## src/rtl/phy_rx_pkg.sv

```systemverilog
// Shared constants for the PHY RX datapath blocks.
// Holds the default data width and the default retiming depth used by flops_pipe.
package phy_rx_pkg;

  localparam int unsigned PhyRxWidth = 32;
  localparam int unsigned PhyRxDepth = 2;

endpackage

```

## src/rtl/flops_stage.sv

```systemverilog
// Single valid/data register slice of the flops_pipe pipeline.
// Ports:
//   clk_i, rst_ni   clock and asynchronous active-low reset
//   flush_i         synchronous clear; overrides load_i
//   load_i          take valid_i/data_i at the next edge
//   valid_i/data_i  word from the stage behind (or from upstream)
//   valid_o/data_o  registered slice contents
//   valid_d_o       next-state valid, used for the registered occupancy count
module flops_stage
  import phy_rx_pkg::*;
#(
  parameter int unsigned Width = PhyRxWidth
) (
  input  logic             clk_i,
  input  logic             rst_ni,
  input  logic             flush_i,
  input  logic             load_i,
  input  logic             valid_i,
  input  logic [Width-1:0] data_i,
  output logic             valid_o,
  output logic [Width-1:0] data_o,
  output logic             valid_d_o
);

  logic             valid_d, valid_q;
  logic [Width-1:0] data_d, data_q;

  always_comb begin
    valid_d = valid_q;
    data_d  = data_q;
    if (flush_i) begin
      valid_d = 1'b0;
      data_d  = '0;
    end else if (load_i) begin
      valid_d = valid_i;
      // An empty slice always carries zero data.
      data_d  = valid_i ? data_i : '0;
    end
  end

  always_ff @(posedge clk_i or negedge rst_ni) begin
    if (!rst_ni) begin
      valid_q <= 1'b0;
      data_q  <= '0;
    end else begin
      valid_q <= valid_d;
      data_q  <= data_d;
    end
  end

  assign valid_o   = valid_q;
  assign data_o    = data_q;
  assign valid_d_o = valid_d;

endmodule

```

## src/rtl/flops_pipe.sv

```systemverilog
// DEPTH-stage valid/ready register pipeline with bubble collapse, flush and occupancy count.
// Ports:
//   clk_Flops, reset_L               clock and asynchronous active-low reset
//   flush_Flops                      synchronous clear of all stages
//   valid_in_Flops, data_in_Flops    upstream word; ready_in_Flops back to upstream
//   valid_out_Flops, data_out_Flops  last-stage word; ready_out_Flops from downstream
//   count_Flops                      registered number of occupied stages
module flops_pipe
  import phy_rx_pkg::*;
#(
  parameter int unsigned WIDTH = PhyRxWidth,
  parameter int unsigned DEPTH = PhyRxDepth,
  parameter int unsigned CNT_W = $clog2(DEPTH + 1)
) (
  input  logic             clk_Flops,
  input  logic             reset_L,
  input  logic             flush_Flops,
  input  logic             valid_in_Flops,
  input  logic [WIDTH-1:0] data_in_Flops,
  output logic             ready_in_Flops,
  output logic             valid_out_Flops,
  output logic [WIDTH-1:0] data_out_Flops,
  input  logic             ready_out_Flops,
  output logic [CNT_W-1:0] count_Flops
);

  logic [DEPTH:0]   rdy;
  logic [DEPTH-1:0] vld;
  logic [DEPTH-1:0] vld_d;
  logic [DEPTH-1:0] src_vld;
  logic [WIDTH-1:0] dat     [DEPTH];
  logic [WIDTH-1:0] src_dat [DEPTH];
  logic [CNT_W-1:0] count_d, count_q;

  // A stage can load when it is empty or the stage ahead of it is moving;
  // this lets bubbles collapse behind a stalled output.
  always_comb begin
    rdy        = '0;
    rdy[DEPTH] = ready_out_Flops;
    for (int i = int'(DEPTH) - 1; i >= 0; i--) begin
      rdy[i] = ~vld[i] | rdy[i+1];
    end
  end

  assign ready_in_Flops = rdy[0] & ~flush_Flops;

  for (genvar g = 0; g < DEPTH; g++) begin : g_stage
    if (g == 0) begin : g_head
      assign src_vld[g] = valid_in_Flops;
      assign src_dat[g] = data_in_Flops;
    end else begin : g_body
      assign src_vld[g] = vld[g-1];
      assign src_dat[g] = dat[g-1];
    end

    flops_stage #(
      .Width(WIDTH)
    ) u_stage (
      .clk_i    (clk_Flops),
      .rst_ni   (reset_L),
      .flush_i  (flush_Flops),
      .load_i   (rdy[g]),
      .valid_i  (src_vld[g]),
      .data_i   (src_dat[g]),
      .valid_o  (vld[g]),
      .data_o   (dat[g]),
      .valid_d_o(vld_d[g])
    );
  end

  // Count is the popcount of the next-state valids so it lines up with the stage registers.
  always_comb begin
    count_d = '0;
    for (int i = 0; i < int'(DEPTH); i++) begin
      count_d = count_d + CNT_W'(vld_d[i]);
    end
  end

  always_ff @(posedge clk_Flops or negedge reset_L) begin
    if (!reset_L) begin
      count_q <= '0;
    end else begin
      count_q <= count_d;
    end
  end

  assign valid_out_Flops = vld[DEPTH-1];
  assign data_out_Flops  = dat[DEPTH-1];
  assign count_Flops     = count_q;

endmodule

```

## config.mk

```make
export PLATFORM = sky130hd
export DESIGN_NAME = flops_pipe
export DESIGN_NICKNAME = d
export VERILOG_FILES = /design/src/rtl/phy_rx_pkg.sv /design/src/rtl/flops_stage.sv /design/src/rtl/flops_pipe.sv
export SDC_FILE = /design/constraint.sdc
export NUM_CORES = 1
export LEC_CHECK = 0
export ABC_AREA = 1
export CAP_MARGIN = 25
export CELL_PAD_IN_SITES_DETAIL_PLACEMENT = 1
export CELL_PAD_IN_SITES_GLOBAL_PLACEMENT = 1
export CORE_MARGIN = 4
export CORE_UTILIZATION = 35
export DETAILED_ROUTE_END_ITERATION = 8
export GPL_TIMING_DRIVEN = 0
export HOLD_SLACK_MARGIN = 0.1
export PLACE_DENSITY_LB_ADDON = 0.3
export SKIP_CTS_REPAIR_TIMING = 1
export SLEW_MARGIN = 30
export SYNTH_ARGS = -nofsm -noshare
export SYNTH_HDL_FRONTEND = slang
export SYNTH_SLANG_ARGS = --single-unit
```

## constraint.sdc

```tcl
create_clock -name clk_Flops -period 2.6 [get_ports clk_Flops]
set_input_delay 0.78 -clock clk_Flops [delete_from_list [all_inputs] [get_ports clk_Flops]]
set_output_delay 0.78 -clock clk_Flops [all_outputs]
set_load 0.01 [all_outputs]
```

==> summary.md <==
The type of element launching the critical path was an input pin. The number of slew-limit violations in the final report is 0, and the post-synthesis share of cell area spent on full adders, half adders and majority gates is 0.003915. The tools report the endpoint kind of the worst setup timing path as an output port. The proportion of register bits with asynchronous set or reset after synthesis was 1.000. The first-iteration detailed-routing DRC count was 120.

The global route total overflow is 0. The count of final hold-check violations was 0; the count of unresolved DRC violations after routing was 0. From synthesis to final layout, the design area changed by 36.30%. By count the netlist is led by sky130_fd_sc_hd__nand2_1, sky130_fd_sc_hd__nand3_1, sky130_fd_sc_hd__dfrtp_1. The area inside the core boundary is 0.008806 mm². TritonCTS built the clock tree. Height of the chip: 103.6 µm. Of all cell types, the one taking the most synthesized area is sky130_fd_sc_hd__dfrtp_1. Critical path startpoint: flush_Flops. Of all nets on the critical path, the largest fanout is 10. The worst slew margin relative to its limit came out at 0.6286. The clock-pin slew on the worst setup and hold paths works out to 0.07 ns.

The critical path goes through buf_4 > clkinvlp_4 > buf_4 > nand2_1 > inv_1 > dlymetal6s2s_1. In this run, synthesis inferred 0 flip-flops with an integrated enable. Setup violations remaining at the end of the flow were counted as 0. For this run, the post-layout net count is 504.

The worst register-to-register path ends at count_Flops[0]. The tools report the total length of routed wires as 8.641 mm. The tools report the number of max-capacitance violations reported as 0. The type of the setup path with the least slack was in -> out.

The logs give 0.2033 mV for the worst supply voltage drop on vdd and 1.56 ns for the data arrival time of the critical path. Synthesis inferred 68 register bits. For the final database, setup skew stands at 0.01031 ns. The initial standard-cell utilization of the core came out at 0.3629. The wire-length estimate of the detail-placed layout is 6.085 mm. The flow ran to the end, and the final reports show no timing, DRC or antenna violations.

The I/O pin count came out at 73. Compound-gate portion of the synthesized area: 0.003132. Ranked by total cell area, the synthesized netlist is headed by sky130_fd_sc_hd__dfrtp_1, sky130_fd_sc_hd__nand3_1, sky130_fd_sc_hd__nand2_1, sky130_fd_sc_hd__buf_4, sky130_fd_sc_hd__buf_2.

The tools report the capture point of the critical path as ready_in_Flops. The floorplan die area is 0.01072 mm², and the die width is 103.6 µm. Main combinational cell family by area after synthesis: simple AND/OR/NAND/NOR gates. Synthesis produced 376 cells. The analysis attributes to cell leakage a power of 2.314 nW.

The initial antenna violation count is 0. In this run the mean area of a mapped cell was 8.499 µm². The H-tree depth is 3, and the global-route usage over all layers is 0.1667. The post-synthesis sequential area ratio is 0.5325, and the total power density per cell area is 518.2 mW/mm². The fraction of the cycle the final worst path needs works out to 0.9005. The number of different library cells used by synthesis comes to 16. The slew at the pin closest to its max-slew limit came out at 0.5570 ns. Among all stages on the critical path, the largest delay is contributed by sky130_fd_sc_hd__buf_4. After detailed routing, the average wire length per cell comes to 14.92 µm.

The run gives 1.05 ns as the flop-to-flop setup slack. The run gives 0.4271 GHz as the maximum frequency from static timing analysis. The worst reg2reg path depth works out to 4.

The first-pass iteration count of the detailed router was 4; the clock period minus worst slack was 2.341 ns. Dividing the detail-routed via count by the number of cells gives 4.820. Setup repair after global routing left no endpoint under its margin.

The number of fill cells came out at 1068. The area share of the largest cell type after synthesis is 0.5325, and the count of input and output buffers is 71. The cell area that synthesis handed to floorplanning was 0.003196 mm².

The share of the core filled with cells in the final layout came out at 0.4946. No sink is reached through more buffers than the 2 on the longest clock path. The cell occurring most often along the worst timing path was sky130_fd_sc_hd__buf_4.

The class of the tightest hold or removal check is in -> async. Summing over every cut layer, the via total after detailed routing is 2791. Delay contributed by the slowest stage of the critical path: 0.19 ns.

In this run the clock root is driven by a sky130_fd_sc_hd__clkbuf_8. The first global-routing pass estimated 14.52 mm of wire. Among all flip-flop cells after synthesis, the most frequent one is sky130_fd_sc_hd__dfrtp_1. Power comes to 2.257 mW. For the clock sink total, the log shows 68. After floorplanning, the core was divided into 34 placement rows. The clock latency on the worst-skew pair is 0.34 ns. The multiplexer area fraction after synthesis was 0. The fraction of final layout cells sized beyond drive strength 1 was 0.1847. The basic-gate share of the synthesized area counting and, or, nand and nor cells works out to 0.3340. Clock tree synthesis inserted a total of 9 buffers. The largest net degree at the start of global routing is 47.

The worst endpoint required time came out at 1.82 ns. For the final estimated routing congestion in global placement, the log shows 0.7139. The startpoint identified for the worst register-to-register timing path is g_stage[1].u_stage.valid_o. During synthesis, Yosys emitted a total of 0 warnings. The repair_antennas step left the layout with diodes totalling 0.

Via count of the first global-routing pass: 2931. The XOR/XNOR share of the synthesized area was 0; the number of nets produced by synthesis was 414. Once detail routing completed, the nets flagged for antenna violations numbered 0.
[layer usage]
layer  wire [µm]  global-route usage  share of wire
met3         497             0.04042          0.058
met4         127             0.05983          0.015
met2        4263              0.2832           0.49
met1        3753              0.2070           0.43
met5           0                   0              0
[logic make-up (layout without fill, tap and decap cells)]
group                      after synthesis  in the layout
adders and majority gates                1              1
DFF                                     68             68
and+or+nand+nor                        240            241
buffers and inverters                   65            159
AOI/OAI and AO/OA                        2              2
[registers in the layout, summed over array words and instances (netlist names)]
signal	count
g_stage.u_stage.valid_o	2
count_Flops	2
g_stage.u_stage.data_o	64
[critical path, delay by kind of cell]
family	cells	cell delay, ns
AND/OR/NAND/NOR	1	0.07
buffers and inverters	5	0.71
[area by class of cell]
type	count	area [µm²]	share of cell area
sequential	68	1702	0.3907
inverter	6	26.28	0.006033
buffer	58	379.1	0.08704
clock buffer	13	168.9	0.03878
timing repair buffer	79	793.3	0.1821
clock inverter	3	43.79	0.01005
tap	108	135.1	0.03103
multi-input combinational	244	1107	0.2542
[power by group]
group	leakage (nW)	internal (mW)	switching (mW)
Clock	0.110	0.522	0.394
Combinational	1.28	0.108	0.126
Sequential	0.929	1.09	0.0208
[through the flow]
step / TNS (ns) / area, µm² / setup WS [ns] / hold slack [ns] / cells
final: 0 / 4355 / 0.2588 / 0.3246 / 579
after global routing: 0 / 4355 / 0.1761 / 0.3279 / 579
after CTS: -0.6705 / 4279 / -0.6705 / 0.3212 / 572
after detailed placement: -0.6699 / 4066 / -0.6699 / 0.4905 / 556
after floorplan: 0 / 3196 / 0.4368 / 0.4720 / 376
after global placement: -105.06 / 4041 / -1.538 / 0.4843 / 555
[worst min-delay path by stage]
stage	start	to	slack, ns	depth (start not counted)
4_1_cts	reset_L	g_stage[1].u_stage.data_o[5]	0.32	1
3_3_place_gp	g_stage[0].u_stage.data_o[23]	g_stage[0].u_stage.data_o[23]	0.48	2
5_1_grt	reset_L	g_stage[1].u_stage.data_o[4]	0.33	1
2_1_floorplan	g_stage[0].u_stage.data_o[10]	g_stage[0].u_stage.data_o[10]	0.47	2
6_report	reset_L	g_stage[1].u_stage.data_o[5]	0.32	1
3_5_place_dp	g_stage[0].u_stage.data_o[16]	g_stage[0].u_stage.data_o[16]	0.49	2
[cell usage in the layout (no fill, tap or decap), types with 2 or more instances in the layout]
cell type / netlist / routed
sky130_fd_sc_hd__nand2_1: 107 / 107
sky130_fd_sc_hd__buf_2: 20 / 18
sky130_fd_sc_hd__dlymetal6s2s_1: 0 / 2
sky130_fd_sc_hd__clkbuf_1: 2 / 3
sky130_fd_sc_hd__clkbuf_8: 0 / 12
sky130_fd_sc_hd__buf_4: 36 / 45
sky130_fd_sc_hd__inv_2: 2 / 2
sky130_fd_sc_hd__nand3_1: 107 / 107
sky130_fd_sc_hd__clkdlybuf4s50_1: 0 / 68
sky130_fd_sc_hd__dfrtp_1: 68 / 68
sky130_fd_sc_hd__a21oi_1: 2 / 2
sky130_fd_sc_hd__nor2_1: 22 / 22
sky130_fd_sc_hd__inv_1: 4 / 3
Note: power is estimated with default switching activity, not from simulation.
